### config.mk
export PLATFORM = sky130hd
export DESIGN_NAME = cube_bus_monitor
export DESIGN_NICKNAME = d
export VERILOG_FILES = /design/src/rtl/cube_bus_monitor.sv
export SDC_FILE = /design/constraint.sdc
export NUM_CORES = 1
export LEC_CHECK = 0
export BUFFER_PORTS_ARGS = -buffer_cell sky130_fd_sc_hd__buf_2
export CORE_ASPECT_RATIO = 1.25
export CORE_UTILIZATION = 62
export DETAILED_ROUTE_END_ITERATION = 7
export PLACE_DENSITY_LB_ADDON = 0.12
export SLEW_MARGIN = 15
export SYNTH_ARGS = -nofsm -noshare
export SYNTH_HDL_FRONTEND = slang
export SYNTH_SLANG_ARGS = --single-unit
### constraint.sdc
create_clock -name CLOCK_50 -period 9.3 [get_ports CLOCK_50]
set_clock_uncertainty 0.2 [all_clocks]
set_input_delay 0.465 -clock CLOCK_50 [delete_from_list [all_inputs] [get_ports CLOCK_50]]
set_output_delay 0.465 -clock CLOCK_50 [all_outputs]
set_load 0.1 [all_outputs]
### src/rtl/cube_bus_monitor.sv
// rtl/cube_bus_monitor.sv - receive-side LED-cube bus monitor with latch model and image capture
module cube_bus_monitor #(
    parameter int SYNC_STAGES   = 2,
    parameter int MIN_ON_CYCLES = 16
) (
    input  logic        CLOCK_50,
    input  logic        reset,
    input  logic [7:0]  layers_in,
    input  logic [7:0]  latches_in,
    input  logic [7:0]  data_in,
    input  logic [2:0]  rd_layer,
    input  logic [2:0]  rd_row,
    output logic [7:0]  rd_data,
    output logic [7:0]  layer_valid,
    output logic [15:0] frame_count,
    output logic        ghost_err,
    output logic [7:0]  err_count
);

    localparam int CW = $clog2(MIN_ON_CYCLES + 1);

    typedef enum logic [1:0] {IDLE, COUNT, CAPTURED} state_t;

    function automatic logic is_multi(input logic [7:0] v);
        return (v & (v - 8'd1)) != 8'd0;
    endfunction

    function automatic logic is_one_hot(input logic [7:0] v);
        return (v != 8'd0) && !is_multi(v);
    endfunction

    function automatic logic [2:0] oh_index(input logic [7:0] v);
        oh_index = 3'd0;
        for (int i = 0; i < 8; i++) begin
            if (v[i]) oh_index = 3'(i);
        end
    endfunction

    logic [23:0]   sync_q [SYNC_STAGES];
    logic [7:0]    lay, lat, dat;
    logic [7:0]    lat_d_q;
    logic [7:0]    lay_prev_q;
    logic [7:0]    latch_q [8];
    logic [7:0]    image_q [8][8];
    logic [7:0]    cur_q, cur_d;
    logic [CW-1:0] stable_cnt_q, stable_cnt_d, cnt_inc;
    state_t        state_q, state_d;
    logic          capture;
    logic [7:0]    lat_edge;
    logic [7:0]    valid_q, nv;
    logic [15:0]   frame_q;
    logic          ghost_q;
    logic [7:0]    err_q;
    logic [7:0]    rd_data_q;
    logic          ghost_evt;

    assign lay      = sync_q[SYNC_STAGES-1][23:16];
    assign lat      = sync_q[SYNC_STAGES-1][15:8];
    assign dat      = sync_q[SYNC_STAGES-1][7:0];
    assign lat_edge = lat & ~lat_d_q;
    assign cnt_inc  = stable_cnt_q + CW'(1);
    assign nv       = valid_q | (8'd1 << oh_index(cur_q));
    // A sustained multi-hot bus only counts on its leading cycle.
    assign ghost_evt = is_multi(lay) && !is_multi(lay_prev_q);

    always_comb begin
        state_d      = state_q;
        stable_cnt_d = stable_cnt_q;
        cur_d        = cur_q;
        capture      = 1'b0;
        case (state_q)
            IDLE: begin
                if (is_one_hot(lay)) begin
                    state_d      = COUNT;
                    stable_cnt_d = CW'(1);
                    cur_d        = lay;
                end
            end
            COUNT: begin
                if (lay == cur_q) begin
                    if (|lat_edge) begin
                        stable_cnt_d = CW'(1);
                    end else begin
                        stable_cnt_d = cnt_inc;
                        if (cnt_inc == CW'(MIN_ON_CYCLES)) begin
                            capture = 1'b1;
                            state_d = CAPTURED;
                        end
                    end
                end else if (is_one_hot(lay)) begin
                    stable_cnt_d = CW'(1);
                    cur_d        = lay;
                end else begin
                    state_d      = IDLE;
                    stable_cnt_d = '0;
                end
            end
            CAPTURED: begin
                if (lay != cur_q) begin
                    if (is_one_hot(lay)) begin
                        state_d      = COUNT;
                        stable_cnt_d = CW'(1);
                        cur_d        = lay;
                    end else begin
                        state_d      = IDLE;
                        stable_cnt_d = '0;
                    end
                end
            end
            default: begin
                state_d      = IDLE;
                stable_cnt_d = '0;
            end
        endcase
    end

    always_ff @(posedge CLOCK_50) begin
        if (reset) begin
            for (int s = 0; s < SYNC_STAGES; s++) sync_q[s] <= '0;
            for (int i = 0; i < 8; i++) begin
                latch_q[i] <= '0;
                for (int r = 0; r < 8; r++) image_q[i][r] <= '0;
            end
            lat_d_q      <= '0;
            lay_prev_q   <= '0;
            cur_q        <= '0;
            stable_cnt_q <= '0;
            state_q      <= IDLE;
            valid_q      <= '0;
            frame_q      <= '0;
            ghost_q      <= 1'b0;
            err_q        <= '0;
            rd_data_q    <= '0;
        end else begin
            sync_q[0] <= {layers_in, latches_in, data_in};
            for (int s = 1; s < SYNC_STAGES; s++) sync_q[s] <= sync_q[s-1];
            lat_d_q    <= lat;
            lay_prev_q <= lay;
            for (int i = 0; i < 8; i++) begin
                if (lat_edge[i]) latch_q[i] <= dat;
            end
            cur_q        <= cur_d;
            stable_cnt_q <= stable_cnt_d;
            state_q      <= state_d;
            if (capture) begin
                for (int r = 0; r < 8; r++) image_q[oh_index(cur_q)][r] <= latch_q[r];
                if (nv == 8'hFF) begin
                    valid_q <= '0;
                    frame_q <= frame_q + 16'd1;
                end else begin
                    valid_q <= nv;
                end
            end
            if (ghost_evt) begin
                ghost_q <= 1'b1;
                if (err_q != 8'hFF) err_q <= err_q + 8'd1;
            end
            rd_data_q <= image_q[rd_layer][rd_row];
        end
    end

    assign rd_data     = rd_data_q;
    assign layer_valid = valid_q;
    assign frame_count = frame_q;
    assign ghost_err   = ghost_q;
    assign err_count   = err_q;

endmodule
==> reports/metrics.csv <==
metric,value,unit
outcome,"finished, final reports clean",
max-cap viol count,0,
GP Congestion,0.807,
antenna violations before repair,0,
vias per cell,6.10,
Worst R2R End,image_q[4][6],
critical path class,reg -> reg,
Async SR Flop Fraction,0,%
Hold WC Path Type,in -> reg,
Post-DP HPWL,37000,µm
die height,247,µm
H-tree Lvls,3,
Post-Syn Instances,1988,
maximum VDD drop,0.146,mV
drt pass-1 iters,5,
crit path launch type,register,
antenna-violating nets left,0,
post-synthesis area per instance,14.9,µm²
number of global-route vias before repair,17300,
crit path from,stable_cnt_q[0],
number of flops mapped to enable cells by yosys,576,
minimum clock period,4.52,ns
maximum number of pins on one net before global-route repair,105,
Layout area overhead,11.8,%
floorplan row count,89,
DR WL/cell,25.4,µm
total CTS buffers,69,
critical path required time,9.33,ns
Area after DPL,30800,µm²
syn nets,2024,
clock sinks,696,
clock slew at reported path FFs,0.06,ns
first-pass GRT wire length,105000,µm
worst r2r path cells,8,
gr usage total,29.8,%
worst-case clock buffer depth,3,
Max Transition Viols Final,0,
Clock Latency Late Sink,0.61,ns
worst-path fanout max,47,
Vias,16800,
Final Hold Vio Count,0,
Crit path arrival time,4.55,ns
Leakage,0.0123,µW
Initial Util,62.9,%
Synth Cell Area,29700,µm²
grt total ovfl,0,
achievable clock frequency,221,MHz
Unique masters post-synth,54,
Final Cycle Share,48.6,%
post-route setup TNS,0,ns
ys flop type,edfxtp_1,
TritonCTS clock tree,done,
pwr/cell area,201,nW/µm²
Yosys reg bits,696,
Yosys warnings,0,
r2r startpoint,stable_cnt_q[0],
Core ar.,47200,µm²
final setup vio count,0,
slew margin rel.,20.5,%
element type at the critical path end,register,
Worst Max-Slew Pin Slew,1.19,ns
die width,198,µm
DR iter-0 viols,1494,
final instance area,33200,µm²
DRT Wirelength,69900,µm
RSZ-0062 raised after global routing,false,
worst setup path endpoint,image_q[4][6],
Die Area,48800,µm²
post-route DRC violation count,0,
Port Buffers,72,
root cell of the clock tree,clkbuf_16,
sequential element share of the synthesized area,66.4,%
layout cells sized above 1,17.7,%
r2r setup slk,4.78,ns
# IOs,73,
Final #Nets,2099,
## repair_timing
action | CTS | global route
endpoints found under the hold margin | 24 | 0
endpoints found under the setup margin | 0 | 0
gates resized for setup | 0 | 0
setup buffers | 0 | 0
hold buffers | 24 | 0
## worst max-delay path, cell delays in order (launching register included)
cell	delay, ns
dfxtp_1	0.45
ha_1	0.28
nand3_1	0.12
or2_2	0.32
a2111oi_4	0.43
nand2_1	0.45
buf_4	0.39
o21ai_4	0.63
buf_4	0.80
## synthesized netlist by cell type (9+ instances only)
master    number  area share (%)
mux4_2       140              11
inv_1         15            0.19
nor2b_1       78             1.6
a22oi_1       17            0.43
xor2_1        12            0.35
and2_1       515              11
o21ai_0       25            0.42
edfxtp_1     576              58
nor3_1         9            0.15
mux2i_1       38             1.3
buf_1         10            0.13
or3_1         18            0.38
dfxtp_1      120             8.1
nor2_1        77            0.97
buf_2         16            0.27
a21oi_1       28            0.47
nand3_1       28            0.47
clkbuf_1      98             1.2
nand2b_1      20            0.42
nand2_1       49            0.62
## cell families (layout without fill, tap and decap cells)
| family | Yosys count | after routing | synth area share [%] |
|---|---|---|---|
| AND/OR/NAND/NOR | 831 | 831 | 16.4 |
| flip-flops | 696 | 696 | 66.4 |
| multiplexers | 186 | 186 | 12.2 |
| buffers and inverters | 140 | 268 | 1.84 |
| AO/OA/AOI/OAI | 117 | 117 | 2.58 |
| XOR/XNOR | 12 | 12 | 0.354 |
| adder cells (fa/ha/maj) | 6 | 6 | 0.236 |
| other | 0 | 1 | 0 |
## how the worst min path moves through the flow
stage                       startpoint             to  slack, ns  cells past startpoint
after floorplan           sync_q[0][0]  sync_q[0][24]       0.21                      1
after global placement    sync_q[0][0]  sync_q[0][24]       0.22                      1
after detailed placement  sync_q[0][7]  sync_q[0][31]       0.22                      1
after CTS                    rd_row[0]     rd_data[5]       0.14                      2
after global routing         rd_row[0]     rd_data[5]       0.16                      2
final                        rd_row[0]     rd_data[5]       0.15                      2
## sequential cells by signal (all words and copies together), names as in the netlist
register / flops
state_q: 2
layer_valid: 8
sync_q: 48
ghost_err: 1
lat_d_q: 8
err_count: 8
image_q: 512
frame_count: 16
stable_cnt_q: 5
latch_q: 64
rd_data: 8
cur_q: 8
lay_prev_q: 8
## through the flow
stage | hold slack [ns] | total power, µW | utilization [%] | setup WS (ns) | instances
2_1_floorplan | 0.214 | 3870 | - | 1.99 | 1988
3_3_place_gp | 0.219 | 3990 | 65.2 | 4.88 | 2605
3_5_place_dp | 0.223 | 4000 | 65.2 | 4.75 | 2605
4_1_cts | 0.136 | 6690 | 70.3 | 4.73 | 2753
5_1_grt | 0.162 | 6830 | 70.3 | 4.53 | 2753
6_report | 0.146 | 6660 | 70.3 | 4.78 | 2754
## per-layer routing
| layer | global-route usage, % | up-vias | wire length, µm |
|---|---|---|---|
| li1 | - | 7427 | - |
| met1 | 39.5 | 8463 | 26800 |
| met2 | 50.3 | 790 | 35300 |
| met3 | 4.58 | 129 | 5770 |
| met4 | 10.5 | 0 | 2050 |
| met5 | 0 | - | 0 |
## cells in the final DEF (no fill, tap or decap), drive strengths merged, types with 4 or more instances in the layout
cell type	synthesis	routed
or4	6	6
clkinv	1	31
nand2	49	49
o221ai	4	4
mux4	140	140
ha	4	4
nand4	8	8
o21a	8	8
a22oi	17	17
inv	15	20
or3	18	18
nor2	77	77
bufinv	0	4
xor2	12	12
and2	516	516
dfxtp	120	120
edfxtp	576	576
and3	4	4
dlygate4sd3	0	24
clkbuf	98	86
nor4	5	5
nand3	28	28
o21ai	33	33
mux2	8	8
nand2b	20	20
mux2i	38	38
nor3	12	12
nor2b	78	78
a2111oi	4	4
a21oi	28	28
buf	26	103
## layout make-up
type	instances	area [µm²]
inverter	16	60.1
sequential	696	19700
clock inverter	39	295
clock buffer	85	1890
tap	637	797
multi-input combinational	1152	9580
fill	3216	14000
timing repair buffer	128	870
antenna	1	2.50
## power by group
group	total (µW)	switching [µW]	internal [µW]
clock	2720	1160	1560
sequential	3540	61.4	3480
combinational	400	254	146
Note: power is estimated with default switching activity, not from simulation.
